--- config.mk ---
export PLATFORM = sky130hd
export DESIGN_NAME = muldiv
export DESIGN_NICKNAME = d
export VERILOG_FILES = /design/src/rtl/muldiv.sv
export SDC_FILE = /design/constraint.sdc
export NUM_CORES = 1
export LEC_CHECK = 0
export CORE_MARGIN = 2
export CORE_UTILIZATION = 54
export CTS_CLUSTER_SIZE = 40
export DETAILED_ROUTE_END_ITERATION = 8
export GPL_TIMING_DRIVEN = 0
export PLACE_DENSITY = 0.79
export SLEW_MARGIN = 20
export SYNTH_ARGS = -nofsm -noshare
export SYNTH_HDL_FRONTEND = slang
export SYNTH_SLANG_ARGS = --single-unit
--- constraint.sdc ---
create_clock -name clk -period 5 [get_ports clk]
set_input_delay 0.5 -clock clk [delete_from_list [all_inputs] [get_ports clk]]
set_output_delay 0.5 -clock clk [all_outputs]
set_load 0.01 [all_outputs]
--- src/rtl/muldiv.sv ---
// Iterative multiply / restoring divide unit with a fixed WIDTH+1 cycle latency.
// Multiply yields the full 2*WIDTH product; divide yields {remainder, quotient} plus a divide-by-zero flag.
//
// state | meaning
// IDLE  | ready=1, waiting for start; latches operand magnitudes and sign info
// CALC  | WIDTH iterations of shift-add (mul) or shift-subtract (div)
// FIX   | sign correction, writes p and dz, pulses done
// DONE  | done drops, returns to IDLE with ready=1
module muldiv #(
   parameter int WIDTH = 32
) (
   input  logic                 clk,
   input  logic                 reset,
   input  logic                 start,
   input  logic                 op,
   input  logic                 m_signed,
   input  logic [WIDTH-1:0]     a,
   input  logic [WIDTH-1:0]     b,
   output logic                 ready,
   output logic                 done,
   output logic [2*WIDTH-1:0]   p,
   output logic                 dz
);

   localparam int CW = $clog2(WIDTH + 1);

   typedef enum logic [1:0] {IDLE, CALC, FIX, DONE} state_t;

   state_t             state;
   logic [CW-1:0]      cnt;
   logic               op_q;
   logic               neg_q;
   logic               neg_r_q;
   logic               dz_q;
   logic [WIDTH-1:0]   opnd;
   logic [WIDTH-1:0]   hi;
   logic [WIDTH-1:0]   lo;

   logic [WIDTH-1:0]   abs_a;
   logic [WIDTH-1:0]   abs_b;
   logic [WIDTH:0]     mul_sum;
   logic [WIDTH:0]     div_shift;
   logic               div_ge;
   logic [WIDTH-1:0]   hi_nx;
   logic [WIDTH-1:0]   lo_nx;
   logic [2*WIDTH-1:0] mul_res;
   logic [WIDTH-1:0]   quo_fix;
   logic [WIDTH-1:0]   rem_fix;
   logic [2*WIDTH-1:0] fix_p;

   // The most-negative value maps to 2^(WIDTH-1), which still fits unsigned in WIDTH bits.
   always_comb begin
      abs_a = (m_signed && a[WIDTH-1]) ? (WIDTH'(0) - a) : a;
      abs_b = (m_signed && b[WIDTH-1]) ? (WIDTH'(0) - b) : b;
   end

   // Multiply: {hi,lo} starts as {0,|b|}; add |a| into hi when lo[0]=1, then shift right.
   // Divide: lo starts as |a| and collects quotient bits; hi is the running remainder.
   always_comb begin
      mul_sum   = {1'b0, hi} + (lo[0] ? {1'b0, opnd} : {(WIDTH+1){1'b0}});
      div_shift = {hi, lo[WIDTH-1]};
      div_ge    = (div_shift >= {1'b0, opnd});
      hi_nx     = hi;
      lo_nx     = lo;
      if (op_q) begin
         hi_nx = div_ge ? WIDTH'(div_shift - {1'b0, opnd}) : div_shift[WIDTH-1:0];
         lo_nx = {lo[WIDTH-2:0], div_ge};
      end else begin
         hi_nx = mul_sum[WIDTH:1];
         lo_nx = {mul_sum[0], lo[WIDTH-1:1]};
      end
   end

   always_comb begin
      mul_res = {hi, lo};
      quo_fix = dz_q ? {WIDTH{1'b1}} : (neg_q ? (WIDTH'(0) - lo) : lo);
      rem_fix = neg_r_q ? (WIDTH'(0) - hi) : hi;
      fix_p   = op_q ? {rem_fix, quo_fix}
                     : (neg_q ? ((2*WIDTH)'(0) - mul_res) : mul_res);
   end

   always_ff @(posedge clk or posedge reset) begin
      if (reset) begin
         state   <= IDLE;
         cnt     <= '0;
         op_q    <= 1'b0;
         neg_q   <= 1'b0;
         neg_r_q <= 1'b0;
         dz_q    <= 1'b0;
         opnd    <= '0;
         hi      <= '0;
         lo      <= '0;
         ready   <= 1'b1;
         done    <= 1'b0;
         p       <= '0;
         dz      <= 1'b0;
      end else begin
         case (state)
            IDLE: begin
               if (start) begin
                  op_q    <= op;
                  neg_q   <= m_signed & (a[WIDTH-1] ^ b[WIDTH-1]);
                  neg_r_q <= m_signed & a[WIDTH-1];
                  dz_q    <= op & (b == '0);
                  opnd    <= op ? abs_b : abs_a;
                  hi      <= '0;
                  lo      <= op ? abs_a : abs_b;
                  cnt     <= '0;
                  dz      <= 1'b0;
                  ready   <= 1'b0;
                  state   <= CALC;
               end
            end
            CALC: begin
               hi  <= hi_nx;
               lo  <= lo_nx;
               cnt <= cnt + CW'(1);
               if (cnt == CW'(WIDTH - 1))
                  state <= FIX;
            end
            FIX: begin
               p     <= fix_p;
               dz    <= dz_q;
               done  <= 1'b1;
               state <= DONE;
            end
            DONE: begin
               done  <= 1'b0;
               ready <= 1'b1;
               state <= IDLE;
            end
            default: state <= IDLE;
         endcase
      end
   end

endmodule

# ---- Word level (Yosys, flattened, before mapping)
# Cells that the tools add are included.
dict set report totals {
  register_bits 175
  output_inout_bits 67
  wordCells 71
}
dict set report op_classes {
  n_addsub 8
  order_cmp 1
  eq_ne 6
  mux 26
  n_bitwise 4
  n_reduce_logical 13
}
# op count
set ops {}
lappend ops {{$mux W32} 13}
lappend ops {{$mux W64} 2}
lappend ops {{$pmux W32 S2} 2}
lappend ops {{$sub A1 B32 Y32 const A} 4}
lappend ops {{$sub A1 B64 Y64 const A} 1}
lappend ops {{$add A32 B32 Y33} 1}
lappend ops {{$ge A33 B32 Y1} 1}
lappend ops {{$logic_not A32 Y1} 1}
lappend ops {{$sub A32 B32 Y32} 1}
lappend ops {{$pmux W6 S2} 1}
lappend ops {{$reduce_and A2 Y1} 5}
lappend ops {{$pmux W2 S4} 1}
lappend ops {{$reduce_bool A2 Y1} 4}
lappend ops {{$add A6 B1 Y6 const B} 1}
lappend ops {{$eq A6 B5 Y1 const B} 1}
lappend ops {{$mux W6} 1}
lappend ops {{$pmux W1 S2} 3}
lappend ops {{$eq A2 B2 Y1 const B} 2}
lappend ops {{$mux W2} 2}
lappend ops {{$ne A2 B2 Y1 const B} 2}
lappend ops {{$and A1 B1 Y1} 3}
lappend ops {{$eq A2 B1 Y1 const B} 1}
lappend ops {{$logic_and A1 B1 Y1} 2}
lappend ops {{$logic_not A2 Y1} 1}
lappend ops {{other kinds (2)} 2}

# ---- Depth between registers and ports, before layout
dict set report depth {
  depth_word 5
  depth_mapped 14
}

# ---- Worst setup path after synthesis
# No wires, ideal clock.
dict set report synth_timing {
  kind {register to register}
  from {reg lo[0]}
  to {reg hi[29]}
  setup_time_ps 133
  arrival_ps 3262
  required_time_ps 4867
  setup_slack_ps 1605
  stages_incl_launch_ff 15
  path_buffers 2
  cell_sequence {dfrtp_1 -> inv_1 -> clkbuf_1 -> nor2_1 -> ha_1 -> buf_2 -> nand4_1 -> or4_1 -> a31o_1 -> a21o_1 -> a21oi_1 -> a41oi_1 -> a21oi_1 -> mux2i_1 -> o211ai_1}
}
dict set report synth_via {
  elab_chain_cells 4
}
# element line_no
set synth_rtl {}
lappend synth_rtl {{start: declaration} 37} ;# logic [WIDTH-1:0] lo;
lappend synth_rtl {{start signal: assignment} 107} ;# lo <= op ? abs_a : abs_b;
lappend synth_rtl {{start signal: assignment} 116} ;# lo <= lo_nx;
lappend synth_rtl {{$mux W32} 60} ;# mul_sum = {1'b0, hi} + (lo[0] ? {1'b0, opnd} : {(WIDTH+1){1'b0}});
lappend synth_rtl {{$add A32 B32 Y33} 60}
lappend synth_rtl {{$mux W32} 65} ;# if (op_q) begin
lappend synth_rtl {{$pmux W32 S2} 98} ;# case (state)
lappend synth_rtl {{end signal: assignment} 115} ;# hi <= hi_nx;
lappend synth_rtl {{end: declaration} 36} ;# logic [WIDTH-1:0] hi;
# No other way between the ends.
# A chain may end at the register's enable or synchronous reset.

# ---- Worst setup path after layout
# Ends and elaborated chain as after synthesis.

==> results.json <==
{
  "status": "complete, no violations",
  "ys_seq_area_frac": 0.299,
  "synth.top_cells.by_count": "nor2_1, a21oi_1, dfrtp_1, nand2_1, o21ai_0",
  "fmax_mhz": 222,
  "crit_buf_inv": 3,
  "grt_first_pass_wirelength_mm": 76.8,
  "syn_inst": 1836,
  "grt_max_degree": 35,
  "worstPathCellList": "inv_1 > clkbuf_1 > nor2_1 > ha_1 > clkbuf_1 > o211ai_1 > or4_1 > a31o_1 > a21o_1 > a21oi_1 > a41oi_1 > a21oi_1 > mux2i_1 > o211ai_1",
  "synth.distinct_cells": 87,
  "netlist_area_sq_um": 14700,
  "via_per_inst": 6.33,
  "period_share": 0.901,
  "drive_gt1_frac": 0.0597,
  "rows": 60,
  "async_flop_share": 1.00,
  "startpoint_type": "register",
  "required_ns": 5.32,
  "p_leak_nw": 7.20,
  "ant_nets": 0,
  "cts.sinks": 175,
  "tightest_slew_ns": 0.967,
  "worst_slack_ns": 0.496,
  "postCtsSetupRepairBufs": 0,
  "yosys-top-cells-area": "dfrtp_1, a21oi_1, ha_1, nor2_1, xor2_1",
  "die_w_um": 169,
  "wl_mm": 49.2,
  "finalSetupViolCount": 0,
  "syn_area_per_cell_sq_um": 7.99,
  "htreeDepth": 4,
  "hold_viol": 0,
  "slowest_stage": "dfrtp_1",
  "vias": 14877,
  "diodes": 0,
  "ys_warn_count": 0,
  "rsz0062_at_grt": "false",
  "r2r_cells": 14,
  "nFillCells": 2340,
  "hpwl_mm": 39.1,
  "irDropWorstVdd_v": 0.000361,
  "antenna_found_initial": 0,
  "drt_iter0_drc": 1638,
  "cts_tree": "built",
  "ctsHoldBuffers": 0,
  "crit_fanout": 10,
  "synth_ff_type": "dfrtp_1",
  "clock_latency_ns": 0.45,
  "cap_violations": 0,
  "design.die.area_sq_um": 28500,
  "post-route-min-period_ns": 4.50,
  "synth_fp_nets": 1980,
  "dr.pass1.iters": 6,
  "grt.total_usage": 0.343,
  "path_depth": 14,
  "slowest_delay_ns": 0.52,
  "areaGrowthSynthToFinish_pct": 17.1,
  "cp.arrival_ns": 4.82,
  "core_sq_um": 26800,
  "synth_edf_count": 0,
  "start_util": 0.547,
  "chipHeight_um": 169,
  "numCtsBuffers": 17,
  "post_drt_wl_per_cell_um": 21.0,
  "slew_headroom": 0.349,
  "ios": 136,
  "report.final.slew_viol_count": 0,
  "post-synth-top-count-cell": "nor2_1",
  "grt_pass1_vias": 14270,
  "p_per_area_nw_per_um2": 728,
  "place_ws_ns": 0.632,
  "place_congestion": 1.02,
  "io_buffer_count": 135,
  "post_cts_resize_count": 0,
  "ys_ff_latch": 175,
  "crit_path_end_kind": "register",
  "clkTransAtPathRegs_ns": 0.08,
  "min_path_type": "input pin to async pin",
  "nets": 2140,
  "worstSetupPathType": "register to register",
  "root_buffer": "clkbuf_16",
  "synth.top_cell.area_share": 0.297,
  "cts_buffer_depth": 2,
  "finalClockSkew_ns": 0.0205,
  "gr-total-overflow": 0,
  "critPathTopFamily": "compound AO/OA/AOI/OAI gates",
  "setup-tns-final_ns": 0,
  "drc": 0,
  "synth_largest_area_cell": "dfrtp_1"
}
-- flip-flops by register name (all words and copies together) (netlist names) --
name and cells:
dz_q 1, ready 1, hi 32, lo 32
p 64, cnt 6, state 2, neg_r_q 1
done 1, neg_q 1, dz 1, opnd 32
op_q 1
-- final cells by class --
type | instances | area [sq um] | area share
Multi-Input combinational cell | 1477 | 9570 | 0.557
Timing Repair Buffer | 141 | 1480 | 0.0861
Buffer | 112 | 449 | 0.0262
Clock inverter | 15 | 173 | 0.0101
Sequential cell | 175 | 4380 | 0.255
Tap cell | 341 | 427 | 0.0248
Clock buffer | 17 | 425 | 0.0248
Inverter | 72 | 274 | 0.0160
-- cell usage in the layout (no fill, tap or decap), types with 69 or more instances in the layout --
cell type / synthesis / final
clkdlybuf4s50_1: 0 / 135
clkbuf_1: 90 / 90
nor2_1: 243 / 243
inv_1: 70 / 69
o21ai_0: 111 / 111
a21oi_1: 231 / 231
nand2_1: 138 / 138
ha_1: 73 / 73
dfrtp_1: 174 / 174
xor2_1: 91 / 91
xnor2_1: 87 / 87
-- layer usage --
metal / track usage / wire [um] / vias up
met5: 0 / 0 / -
met4: 0.172 / 2460 / 0
met3: 0.0507 / 3930 / 145
met2: 0.559 / 22800 / 781
met1: 0.446 / 20100 / 7052
li1: - / - / 6899
-- worst reg2reg max path, stage by stage (launching register included) --
cell and delay (ns):
dfrtp_1 0.52, inv_1 0.27, clkbuf_1 0.53, nor2_1 0.13, ha_1 0.29, clkbuf_1 0.37
o211ai_1 0.16, or4_1 0.44, a31o_1 0.28, a21o_1 0.25, a21oi_1 0.33, a41oi_1 0.27
a21oi_1 0.23, mux2i_1 0.21, o211ai_1 0.10
-- final timing paths --
path	from	to	slack [ns]
worst max-delay path	lo[0]	hi[29]	0.50
max in group asynchronous	reset	p[30]	3.76
worst min register to register	opnd[23]	opnd[23]	0.48
min in group clk	opnd[23]	opnd[23]	0.48
worst max register to register	lo[0]	hi[29]	0.50
worst min-delay path	reset	opnd[16]	0.35
-- logic make-up after synthesis --
group,share of synthesized area
buffers and inverters,0.0490
flip-flops,0.299
AO/OA/AOI/OAI,0.237
XOR/XNOR,0.106
adder cells (fa/ha/maj),0.0650
multiplexers,0.0584
AND/OR/NAND/NOR,0.186
-- through the flow --
stage,power (mW),area (sq um),util,hold slack [ns],std cells
global placement,10.7,16400,0.614,0.461,2312
detailed placement,10.9,16600,0.619,0.471,2318
CTS,12.3,17200,0.641,0.356,2350
floorplan,8.35,14700,-,0.450,1836
finish,12.5,17200,0.641,0.350,2350
global route,13.4,17200,0.641,0.361,2350
-- report_power, final --
part / internal, mW / leakage (nW) / switching, mW
Sequential: 2.07 / 2.10 / 0.718
Combinational: 3.42 / 4.80 / 4.95
Clock: 0.673 / 0.292 / 0.680
Total: 6.16 / 7.20 / 6.35
No activity file was read; power rests on OpenSTA's default activity.
